<file path="src/rtl/mux_sel_sequencer.sv">
// Steps a mux select through a programmed table of (select, hold) entries and
// captures the mux output at the end of every step into a bit vector.
module mux_sel_sequencer #(
  parameter int SEL_W  = 3,
  parameter int DEPTH  = 8,
  parameter int HOLD_W = 4
) (
  input  logic                       clk,
  input  logic                       rst_n,
  input  logic                       cfg_we,
  input  logic [$clog2(DEPTH)-1:0]   cfg_addr,
  input  logic [SEL_W-1:0]           cfg_sel,
  input  logic [HOLD_W-1:0]          cfg_hold,
  input  logic [$clog2(DEPTH):0]     len,
  input  logic                       start,
  input  logic                       abort,
  input  logic                       mux_out,
  output logic [SEL_W-1:0]           sel,
  output logic                       busy,
  output logic                       sample_valid,
  output logic                       done,
  output logic [DEPTH-1:0]           capture
);

  localparam int AW = $clog2(DEPTH);
  localparam int LW = AW + 1;

  localparam logic [0:0] IDLE = 1'b0;
  localparam logic [0:0] RUN  = 1'b1;

  logic [0:0]        state_r;
  logic [SEL_W-1:0]  tbl_sel_r  [DEPTH];
  logic [HOLD_W-1:0] tbl_hold_r [DEPTH];
  logic [AW-1:0]     step_r;
  logic [LW-1:0]     lenq_r;
  logic [HOLD_W-1:0] cnt_r;
  logic [SEL_W-1:0]  sel_r;
  logic              busy_r;
  logic              sample_valid_r;
  logic              done_r;
  logic [DEPTH-1:0]  capture_r;

  logic              start_ok_s;
  logic [LW-1:0]     len_clip_s;
  logic [AW-1:0]     step_nxt_s;
  logic              last_step_s;

  // Start qualification, length clipping and end-of-sequence detection.
  always_comb begin
    start_ok_s  = start && !abort && (len != {LW{1'b0}});
    if (len > LW'(DEPTH)) begin
      len_clip_s = LW'(DEPTH);
    end else begin
      len_clip_s = len;
    end
    step_nxt_s  = step_r + AW'(1);
    last_step_s = (({1'b0, step_r} + LW'(1)) >= lenq_r);
  end

  // Sequencer state, table storage and registered outputs.
  always_ff @(posedge clk or negedge rst_n) begin
    if (!rst_n) begin
      state_r        <= IDLE;
      step_r         <= {AW{1'b0}};
      lenq_r         <= {LW{1'b0}};
      cnt_r          <= {HOLD_W{1'b0}};
      sel_r          <= {SEL_W{1'b0}};
      busy_r         <= 1'b0;
      sample_valid_r <= 1'b0;
      done_r         <= 1'b0;
      capture_r      <= {DEPTH{1'b0}};
      for (int i = 0; i < DEPTH; i++) begin
        tbl_sel_r[i]  <= {SEL_W{1'b0}};
        tbl_hold_r[i] <= {HOLD_W{1'b0}};
      end
    end else begin
      sample_valid_r <= 1'b0;
      done_r         <= 1'b0;
      case (state_r)
        IDLE: begin
          if (cfg_we) begin
            tbl_sel_r[cfg_addr]  <= cfg_sel;
            tbl_hold_r[cfg_addr] <= cfg_hold;
          end
          // Table reads here see the pre-write contents when cfg_we and start coincide.
          if (start_ok_s) begin
            capture_r <= {DEPTH{1'b0}};
            step_r    <= {AW{1'b0}};
            lenq_r    <= len_clip_s;
            sel_r     <= tbl_sel_r[0];
            cnt_r     <= tbl_hold_r[0];
            busy_r    <= 1'b1;
            state_r   <= RUN;
          end
        end
        RUN: begin
          if (abort) begin
            sel_r   <= {SEL_W{1'b0}};
            busy_r  <= 1'b0;
            state_r <= IDLE;
          end else if (cnt_r != {HOLD_W{1'b0}}) begin
            cnt_r <= cnt_r - HOLD_W'(1);
          end else begin
            capture_r[step_r] <= mux_out;
            sample_valid_r    <= 1'b1;
            if (!last_step_s) begin
              step_r <= step_nxt_s;
              sel_r  <= tbl_sel_r[step_nxt_s];
              cnt_r  <= tbl_hold_r[step_nxt_s];
            end else begin
              sel_r   <= {SEL_W{1'b0}};
              busy_r  <= 1'b0;
              done_r  <= 1'b1;
              state_r <= IDLE;
            end
          end
        end
        default: begin
          sel_r   <= {SEL_W{1'b0}};
          busy_r  <= 1'b0;
          state_r <= IDLE;
        end
      endcase
    end
  end

  assign sel          = sel_r;
  assign busy         = busy_r;
  assign sample_valid = sample_valid_r;
  assign done         = done_r;
  assign capture      = capture_r;

endmodule

</file>
<file path="config.mk">
export PLATFORM = sky130hd
export DESIGN_NAME = mux_sel_sequencer
export DESIGN_NICKNAME = d
export VERILOG_FILES = /design/src/rtl/mux_sel_sequencer.sv
export SDC_FILE = /design/constraint.sdc
export NUM_CORES = 1
export LEC_CHECK = 0
export ABC_AREA = 1
export CAP_MARGIN = 0
export CORE_UTILIZATION = 30
export DETAILED_ROUTE_END_ITERATION = 10
export SETUP_SLACK_MARGIN = 0.3
export SLEW_MARGIN = 20
export SYNTH_ARGS = -nofsm -noshare
export SYNTH_HDL_FRONTEND = slang
export SYNTH_SLANG_ARGS = --single-unit
</file>
<file path="constraint.sdc">
create_clock -name clk -period 2.3 [get_ports clk]
set_input_delay 0.345 -clock clk [delete_from_list [all_inputs] [get_ports clk]]
set_output_delay 0.345 -clock clk [all_outputs]
set_load 0.005 [all_outputs]
</file>
Word level (Yosys, flattened, before mapping)

Cells that the tools add are included.
W data, S select, Z words.

Bits in registers: 82
Bits in latches: 0
RAM bits: 0
Memory bits (read-only): 0
Input bits: 20
Output and inout port bits: 14
Memories kept: 0

Add/subtract/negate cells: 3
Multiply operators: 0
Divide/modulo/power cells: 0
$lt $le $gt $ge: 7
Equal/unequal tests: 7
Shift operators: 0
Multiplexer cells: 52
Bitwise gates (word level): 3
Reductions and logical operators: 14

Operators by type and width:

| operator              | number |
|---|---|
| $mux W3               | 11 |
| $bwmux W32            | 1 |
| $mux W4               | 8 |
| $bwmux W24            | 1 |
| $mux W8               | 3 |
| $mux W1               | 16 |
| $pmux W8 S2           | 1 |
| $bmux W4 S3           | 1 |
| $demux W4 S3          | 1 |
| $pmux W3 S2           | 2 |
| $bmux W3 S3           | 1 |
| $demux W3 S3          | 1 |
| $reduce_and A3 Y1     | 3 |
| $bwmux W8             | 1 |
| $ge A4 B4 Y1 const B  | 2 |
| $ne A2 B2 Y1 const B  | 4 |
| $not A3 Y4            | 2 |
| $pmux W4 S2           | 1 |
| $reduce_bool A4 Y1    | 2 |
| $ne A3 B2 Y1 const B  | 2 |
| $reduce_and A2 Y1     | 3 |
| $add A3 B1 Y4 const B | 1 |
| $ge A4 B4 Y1          | 1 |
| $gt A4 B4 Y1 const B  | 1 |
| other kinds (12)      | 16 |

Depth between registers and ports, before layout

Gate-level depths: netlist of run 1.

Word-level depth: 9
Gate-level depth with buffers: 13

Worst setup path after synthesis of run 1

No wires, ideal clock.

Path kind: register -> register
From: register step_r[0]
To: register cnt_r[2]
Setup time: 122 ps
Data arrival time: 1934 ps
Data required time: 2178 ps
Slack: 245 ps
Stages on the path, launching flop included: 13
Path buffers: 0
Clock period less this slack: 2055 ps
Cells stage by stage: dfrtp_1 ha_1 xnor2_4 inv_2 ha_1 nand2_1 inv_1 nand2_1 nand3_1 nand2_1 nand2_2 nor2_1 a21oi_1

Word-level cells in the longest chain between the ends: 9

RTL lines:

| element                                     | line | RTL |
|---|---|---|
| from (decl)                                 | 34   | `logic [AW-1:0] step_r;` |
| from (signal assigned)                      | 64   | `step_r <= {AW{1'b0}};` |
| from (signal assigned)                      | 88   | `step_r <= {AW{1'b0}};` |
| from (signal assigned)                      | 107  | `step_r <= step_nxt_s;` |
| $add A3 B1 Y3                               | 56   | `step_nxt_s = step_r + AW'(1);` |
| $not A3 Y4 (implied by the code)            | 109  | `cnt_r <= tbl_hold_r[step_nxt_s];` |
| $bmux W4 S3                                 | 109  |  |
| $mux W4 (implied by the code) (2 in series) | 109  |  |
| $mux W4                                     | 106  | `if (!last_step_s) begin` |
| $mux W4                                     | 101  | `end else if (cnt_r != {HOLD_W{1'b0}}) begin` |
| $mux W4                                     | 97   | `if (abort) begin` |
| $pmux W4 S2                                 | 79   | `case (state_r)` |
| to (signal assigned)                        | 91   | `cnt_r <= tbl_hold_r[0];` |
| to (signal assigned)                        | 102  | `cnt_r <= cnt_r - HOLD_W'(1);` |
| to (signal assigned)                        | 109  |  |
| to (decl)                                   | 36   | `logic [HOLD_W-1:0] cnt_r;` |

Parallel ways exist; a longest one is shown, timed or not. The select of a mux whose other input is x is not followed.
A chain may end at the register's enable or synchronous reset.

Worst setup path after layout of run 1

From: register step_r[0]
To: register busy_r, in the netlist busy

Word-level cells in the longest chain between the ends: 4

RTL lines:

| element                     | line | RTL |
|---|---|---|
| $add A3 B1 Y4               | 57   | `last_step_s = (({1'b0, step_r} + LW'(1)) >= lenq_r);` |
| $ge A4 B4 Y1                | 57   |  |
| $ne A3 B2 Y1 (no line)      | --   |  |
| $reduce_and A3 Y1 (no line) | --   |  |
| to (signal assigned)        | 68   | `busy_r <= 1'b0;` |
| to (signal assigned)        | 92   | `busy_r <= 1'b1;` |
| to (signal assigned)        | 99   | `busy_r <= 1'b0;` |
| to (decl)                   | 38   | `logic busy_r;` |

Every way passes these cells.

==> run metrics, run 1 <==
run status completed; RSZ-0062 raised after global routing false; actual slew at the worst max-slew pin 0.529 ns; dpl cells 707; CTS root buffer clkbuf_16; synth unique cells 32; Area contributors post-synth dfrtp_1 (50%), nand2_1 (14%), o21ai_0 (6.6%); crit path buf inv count 3; Post-DP HPWL 6920 µm; gr usage total between 10% and 20%; required time of the worst setup path 2.51 ns; Post-Syn Area 4090 µm²; routability cong. 0.810; Core Area 13,300 µm²; Layout Cells excl Fill roughly 730; share of layout cells above drive strength 1 between 10% and 20%; Slew Viols, Final 0; initial core utilization 30.8%; # DRC 0; Clock Skew 0.00652 ns; Synth Flop Type dfrtp_1; Setup Viol. Count Final 0; Slew headroom 64.6%; Syn Nets around 540; maximum vdd drop 0.425 mV; Leakage Power 2.30 nW; global route overflow 0; Die X about 120 µm; power per standard cell area 1100 nW/µm²; Final Hold Fails 0; Seq/Total Area, Yosys about 50%; minimum clock period 1.89 ns; cell family with most CP delay adder cells; largest net degree at the start of global routing 50; Critical-path top delay cell dfrtp_1; TritonCTS buffer count 9; Post-layout nets 573; synthesis-stage register bit count 82; period utilization between 80% and 90%; top cells by count, synth nand2_1 (152), dfrtp_1 (82), o21ai_0 (54); hold slack between 0.4 and 0.5 ns; CP max stage delay 0.42 ns; clock buffer depth 2; max frequency 530 MHz; Worst-Skew Late Latency 0.33 ns; Yosys top cell area share 50.2%; largest area contributor in the netlist dfrtp_1; Post-synth EDFFs 0; Post-Synthesis Cells 510; clock sink count approximately 80; Crit. End Element flip-flop; Max-Cap Viols 0; critical path type flip-flop to flip-flop; vias per cell 4.76; initial DRC count 286; Die ar. 14,100 µm²; Async SR Flop Fraction 100%; Clock transition at path regs 0.06 ns; die height 119 µm; Yosys warning total 0; number of fill cells 1,357; cell with the most instances after synthesis nand2_1; Initial DRT Pass Iterations 5; Worst Path Arrival between 2 and 2.5 ns; PortBufs 33; Syn Area/Cell roughly 8.0 µm²; synthesis-to-layout area growth 21.9%; Site Rows 42; setup tns final 0 ns; initial antenna violation count 0; Avg WL per Cell 13.8 µm; first-pass GRT wire length approximately 17,000 µm; H-tree depth 3; Finished Core Util 37.5%; Startpoint Class flip-flop; crit path cell chain ha_4, xnor2_4, inv_4, ha_4, nand2_1, inv_1, nand2_2, nand3_4, nor2_4, buf_4, o21ai_2, nand2_1; CTS tree yes; routed wire length 10,000 µm; total number of vias approximately 3,500; Ant. Diodes 0; Final ANT Viol Nets 0; Hold Crit Class flip-flop to flip-flop; total power 5.51 mW; vias in the first global route 3,553; Worst Path Max Fanout 3; # IOs 34
[layout by cell type, fill, tap and decap left out, types with 2 or more instances in the layout]
cell type          n
o211ai_1           5
nand3_2            3
nand2_2            6
clkdlybuf4s50_1   32
dfrtp_1           81
clkbuf_1           3
inv_2              2
inv_4              2
nand3_1           36
o21ai_1           17
nand2_1          149
clkinvlp_4         2
o21ai_2            3
buf_4             12
nor2_2             3
ha_1               4
o21ai_0           53
a22oi_1            2
inv_1             38
nand2_4            3
nor2_1            36
nand4_1            2
nor2_4             3
a21oi_1           22
ha_4               2
nor3_1             8
clkbuf_16          9
[cell families after synthesis]
logic type / share of synthesized area, %
AND/OR/NAND/NOR: 26.8
AO/OA/AOI/OAI: 13.8
flip-flops: 50.2
XOR/XNOR: 0.673
buffers and inverters: 6.70
adder cells (fa/ha/maj): 1.84
[repair_timing]
item,4_1_cts,5_1_grt
pin swaps,0,4
endpoints found under the setup margin,5,13
hold buffers,1,0
buffers inserted,0,4
gates resized for setup,0,17
hold endpoints to repair,33,0
[sequential cells by signal (all words and copies together), names as in the netlist, 3 cells and up]
register	flops
capture	8
cnt_r	4
tbl_sel_r	24
lenq_r	4
tbl_hold_r	32
sel	3
step_r	3
[power breakdown]
| group | internal, mW | switching (mW) | leakage, nW |
|---|---|---|---|
| clock network | 0.732 | 0.556 | 0.123 |
| registers | 1.81 | 0.236 | 1.03 |
| logic | 0.835 | 1.34 | 1.15 |
| total | 3.38 | 2.13 | 2.30 |
[final timing paths]
kind                                        start                        to  slack [ns]  cells after the start
min reg2reg                capture[3]$_DFFE_PN0P_    capture[3]$_DFFE_PN0P_        0.47                      2
max reg2reg                 step_r[0]$_DFFE_PN0P_          busy$_DFFE_PN0P_        0.41                     12
min in group asynchronous                   rst_n    capture[0]$_DFFE_PN0P_        0.51                      2
max in group asynchronous                   rst_n  tbl_sel_r[2]$_DFFE_PN0P_        1.17                      3
max                         step_r[0]$_DFFE_PN0P_          busy$_DFFE_PN0P_        0.41                     12
min                        capture[3]$_DFFE_PN0P_    capture[3]$_DFFE_PN0P_        0.47                      2
[per-stage QoR]
step,instance area (µm²),setup WS (ns)
6_report,4990,0.412
5_1_grt,4990,0.293
4_1_cts,4880,0.276
3_5_place_dp,4610,0.257
3_3_place_gp,4610,0.322
2_1_floorplan,4090,0.321
[routing by layer]
metal | up-vias | track usage (%) | share of wire [%]
met3 | 9 | 3.28 | 3.7
met1 | 1642 | 20.6 | 49
met2 | 74 | 24.9 | 47
met5 | - | 0 | 0
met4 | 0 | 4.51 | 0.99
li1 | 1738 | - | -
[worst register-to-register path, stage by stage, from the launching register on]
cell,delay (ns)
dfrtp_1,0.42
ha_4,0.20
xnor2_4,0.19
inv_4,0.06
ha_4,0.26
nand2_1,0.05
inv_1,0.07
nand2_2,0.07
nand3_4,0.12
nor2_4,0.05
buf_4,0.14
o21ai_2,0.09
nand2_1,0.05
[cell type report]
type	count	area (µm²)	share of cell area, %
sequential	82	2050	41.2
multi-input combinational	365	1830	36.8
timing repair buffer	47	452	9.06
clock buffer	12	236	4.74
tap	176	220	4.42
inverter	42	163	3.26
clock inverter	4	28.8	0.577
Power figures use the tool's default switching activity.
==> inputs of run 2 (changes only) <==
- clock period: 2.3 -> 1.55 ns (I/O delays scaled with it)
==> run metrics, run 2 (same netlist as run 1, synthesis figures left out) <==
Clock Skew roughly 0.011 ns; switching power around 3.7 mW; vias in the first global route 3,896; clock buffer depth 2; # DRC 0; most frequent cells in the layout nand2_1 (113), dfrtp_1 (79), buf_4 (51); Avg WL per Cell between 15 and 20 µm; Leakage Power 2.90 nW; cell family with most CP delay simple AND/OR/NAND/NOR gates; worst r2r path cells 12; commonest non-fill, non-tap cell in the layout nand2_1; Ant. Diodes 0; gr usage total 18.0%; Initial DRT Pass Iterations 5; # IOs 34; largest net degree at the start of global routing 36; clock sink count 82; Worst-Skew Late Latency 0.35 ns; H-tree depth 3; reg2reg end cnt_r[2]$_DFFE_PN0P_; Setup Viol. Count Final 14; run status complete, but fails checks; vias per cell 4.93; combinational power share 46.0%; total number of vias 3,911; Final Hold Fails 0; Crit. End Element flip-flop; crit path buf inv count 2; Critical-path top delay cell dfrtp_2; Slew headroom 66.8%; minimum clock period 1.84 ns; synthesis-to-layout area growth 54.1%; R2R Path Start step_r[0]$_DFFE_PN0P_; Reg2Reg Setup Slack -0.29 ns; Final ANT Viol Nets 0; CTS root buffer clkbuf_16; initial antenna violation count 0; clock power share a little over a fifth; CTS tree yes; final setup margin -0.294 ns; Slew Viols, Final 0; number of fill cells around 1,200; global route overflow 0; initial core utilization 30.8%; Max-Cap Viols 0; setup tns final -3.10 ns; required time of the worst setup path about 1.8 ns; sw frac 39.2%; Flop pwr share 32.7%; Hold Crit Class input port to async pin; routability cong. 0.784; routed wire length about 12,000 µm; share of layout cells above drive strength 1 37.9%; Top reg by flops tbl_hold_r; Die ar. roughly 14,000 µm²; first-pass GRT wire length 19,800 µm; total power 9.55 mW; Worst Path Arrival 2.08 ns; initial DRC count 260; PortBufs 33; period utilization 119%; crit path cell chain ha_4, xnor2_4, inv_2, ha_4, nand2_2, inv_2, nand2_4, nand3_4, nand2_4, nand2_8, nor2_2, a21oi_2; CP max stage delay roughly 0.43 ns; critical path type flip-flop to flip-flop; max frequency 542 MHz; failing checks setup timing; Core Area 13,300 µm²; power per standard cell area between 1500 and 2000 nW/µm²; actual slew at the worst max-slew pin 0.498 ns; TritonCTS buffer count 9; cell count along the critical path 12; die height 119 µm; Post-layout nets 640; Site Rows 42; Setup crit end cnt_r[2]$_DFFE_PN0P_; Internal Power 5.81 mW; Die X 119 µm; Worst Setup SP step_r[0]$_DFFE_PN0P_; maximum vdd drop 0.745 mV; Worst Path Max Fanout 8; Startpoint Class flip-flop; max reg flops 32; RSZ-0062 raised after global routing true; Post-DP HPWL 7130 µm; Clock transition at path regs 0.07 ns
==> run 2: cell count changes in the layout (fill, tap and decap cells not counted), moves of 16 or more <==
cell / previous run / this run
nand2_4: 3 / 19
nand2_1: 149 / 113
buf_4: 12 / 51
o21ai_2: 3 / 25
o21ai_0: 53 / 17
nor2_1: 36 / 19
nand2_2: 6 / 24
nor2_4: 3 / 21
==> run 2: area by class of cell <==
class | instances | area (µm²) | area share [%]
Inverter | 42 | 163 | 2.58
Clock inverter | 5 | 41.3 | 0.655
Multi-Input combinational cell | 368 | 2440 | 38.7
Clock buffer | 10 | 239 | 3.79
Sequential cell | 82 | 2060 | 32.6
Timing Repair Buffer | 111 | 1150 | 18.2
Tap cell | 176 | 220 | 3.49
==> run 2: what timing repair did <==
| item | in CTS | in global routing |
|---|---|---|
| gates cloned | 6 | 0 |
| endpoints found under the hold margin | 32 | 0 |
| pin swaps | 38 | 39 |
| buffers inserted | 25 | 8 |
| endpoints found under the setup margin | 82 | 86 |
| hold buffers | 1 | 0 |
| resized for setup | 167 | 53 |
==> run 2: how the worst min path moves through the flow <==
stage	end	slack, ns	cells after the start
final	capture[0]$_DFFE_PN0P_	0.39	2
after global routing	capture[6]$_DFFE_PN0P_	0.44	2
after CTS	capture[2]$_DFFE_PN0P_	0.41	2
after detailed placement	capture[0]$_DFFE_PN0P_	0.23	1
after global placement	capture[0]$_DFFE_PN0P_	0.22	1
after floorplan	busy$_DFFE_PN0P_	-0.06	0
==> run 2: power groups by stage <==
stage	Clock [mW]	Combinational [mW]	Sequential (mW)
finish	2.04	4.39	3.12
CTS	2.06	3.99	3.08
global route	2.19	4.85	3.17
global placement	0	3.45	3.03
floorplan	0	2.21	3.00
detailed placement	0	3.52	3.05
==> run 2: stage by stage <==
| step | cell area (µm²) | hold WS [ns] | instances | worst slack [ns] | utilization [%] |
|---|---|---|---|---|---|
| detailed placement | 4980 | 0.230 | 739 | -0.305 | 37.4 |
| global route | 6300 | 0.437 | 794 | -0.406 | 47.4 |
| floorplan | 4140 | -0.0631 | 510 | -0.321 | - |
| CTS | 6030 | 0.412 | 786 | -0.313 | 45.3 |
| finish | 6300 | 0.394 | 794 | -0.294 | 47.4 |
| global placement | 4980 | 0.221 | 739 | -0.212 | 37.4 |
==> run 2: per-layer routing <==
metal,track usage [%],wire [µm]
met1,21.3,5230
met2,31.4,6380
met3,4.15,472
met4,6.65,353
met5,0,0
==> inputs of run 3 (changes only) <==
- PLACE_DENSITY: unset -> 0.56
==> run metrics, run 3 (same netlist as run 1, synthesis figures left out) <==
actual slew at the worst max-slew pin 0.423 ns; crit path cell chain ha_4, xnor2_4, inv_2, ha_4, nand2_2, inv_2, nand2_2, nand3_4, nor2_4, nand3_1, a21oi_1; Reg2Reg Setup Slack -0.29 ns; Startpoint Class flip-flop; TritonCTS buffer count 9; clock buffer depth 2; run status complete, but fails checks; total number of vias 3,779; hold slack 0.358 ns; Final Hold Fails 0; Post-DP HPWL 7250 µm; initial antenna violation count 0; Ant. Diodes 0; die height 119 µm; cell family with most CP delay simple AND/OR/NAND/NOR gates; number of fill cells 1,277; period utilization 118%; CP max stage delay 0.43 ns; Avg WL per Cell 14.1 µm; # IOs 34; Internal Power roughly 6 mW; PortBufs 33; vias per cell 4.78; minimum clock period 1.84 ns; Crit. End Element flip-flop; clock power share 23.7%; global route overflow 0; Top reg by flops tbl_hold_r; commonest non-fill, non-tap cell in the layout nand2_1; Final ANT Viol Nets 0; power per standard cell area 1550 nW/µm²; CTS tree yes; max frequency about 540 MHz; Critical-path top delay cell dfrtp_2; max reg flops 32; crit path buf inv count 2; largest net degree at the start of global routing 36; switching power 3.59 mW; first-pass GRT wire length 17,300 µm; most frequent cells in the layout nand2_1 (103), dfrtp_1 (79), buf_4 (56); final setup margin -0.287 ns; Placed Area ~5000 µm²; sw frac 38.1%; Leakage Power 2.79 nW; Die X ~120 µm; Max-Cap Viols 0; R2R Path Start step_r[0]$_DFFE_PN0P_; gr usage total 15.6%; Setup Viol. Count Final 15; required time of the worst setup path 1.82 ns; Worst-Skew Late Latency 0.34 ns; setup tns final -3.11 ns; vias in the first global route 3,513; design area 6090 µm²; initial core utilization 30.8%; synthesis-to-layout area growth 48.9%; Initial DRT Pass Iterations 4; Post-layout nets 635; Slew headroom 71.6%; H-tree depth 3; worst r2r path cells 11; total power 9.43 mW; cell count along the critical path 11; initial DRC count 180; Finished Core Util between 40% and 50%; routability cong. ~0.77; Site Rows 42; Core Area 13,300 µm²; critical path type flip-flop to flip-flop; RSZ-0062 raised after global routing true; Worst Path Max Fanout 4; Flop pwr share roughly a third; clock sink count just over 80; combinational power share 43.2%; dpl cells ~750; Clock Skew around 0.0064 ns; Worst Setup SP step_r[0]$_DFFE_PN0P_; Clock transition at path regs 0.07 ns; routed wire length 11,200 µm; Worst Path Arrival 2.11 ns; CTS root buffer clkbuf_16; Placement Setup Slack -0.275 ns; Die ar. 14,100 µm²; Slew Viols, Final 0; reg2reg end sel[2]$_DFFE_PN0P_; maximum vdd drop 0.713 mV; Hold Crit Class input port to async pin; failing checks setup timing; # DRC 0; Layout Cells excl Fill 790; Setup crit end sel[2]$_DFFE_PN0P_; share of layout cells above drive strength 1 between 30% and 40%
==> run 3: cell count changes in the layout (fill, tap and decap cells not counted), moves of 4 or more <==
cell	delta
nand3_1	+4
o21ai_1	+8
o21ai_2	-6
nand2_2	+18
buf_4	+5
buf_12	-7
nand2_4	-9
nand2_1	-10
==> run 3: layer usage <==
layer,global-route usage [%],up-vias,wire [µm]
met5,0,-,0
met4,6.33,0,179
met3,2.56,14,378
met2,26.9,68,5720
met1,19.3,1822,4900
li1,-,1875,-
==> run 3: final cells by class <==
type                    instances  area, µm²  share of cell area, %
multi-input cells             367       2360                   38.8
repair buffers                107        975                   16.0
clock inverters                 6       73.8                   1.21
inverters                      42        163                   2.67
well taps                     176        220                   3.62
clock buffers                  10        239                   3.92
flip-flops and latches         82       2060                   33.8
==> run 3: timing repair <==
action | CTS | global route
hold endpoints to repair | 27 | 0
setup endpoints to repair | 85 | 86
pin swaps | 8 | 40
setup buffers | 14 | 11
hold buffers | 1 | 0
resized for setup | 38 | 171
cloned | 0 | 3
==> run 3: power groups by stage <==
stage	clock, mW	combinational (mW)	sequential [mW]
finish	2.24	4.08	3.12
global route	2.36	4.56	3.19
CTS	2.27	3.62	3.02
detailed placement	0	3.40	3.06
global placement	0	3.34	3.04
floorplan	0	2.21	3.00
==> run 3: how the worst min path moves through the flow <==
stage | slack, ns | startpoint | endpoint
2_1_floorplan | -0.06 | rst_n | busy$_DFFE_PN0P_
3_3_place_gp | 0.20 | rst_n | lenq_r[0]$_DFFE_PN0P_
3_5_place_dp | 0.20 | rst_n | lenq_r[3]$_DFFE_PN0P_
4_1_cts | 0.37 | rst_n | capture[1]$_DFFE_PN0P_
5_1_grt | 0.40 | rst_n | tbl_sel_r[22]$_DFFE_PN0P_
6_report | 0.36 | rst_n | capture[1]$_DFFE_PN0P_
==> run 3: worst reg2reg max path: stages (launching register included) <==
cell and delay, ns:
dfrtp_2 0.43, ha_4 0.18, xnor2_4 0.17, inv_2 0.07, ha_4 0.24, nand2_2 0.05, inv_2 0.03, nand2_2 0.07
nand3_4 0.12, nor2_4 0.16, nand3_1 0.09, a21oi_1 0.15
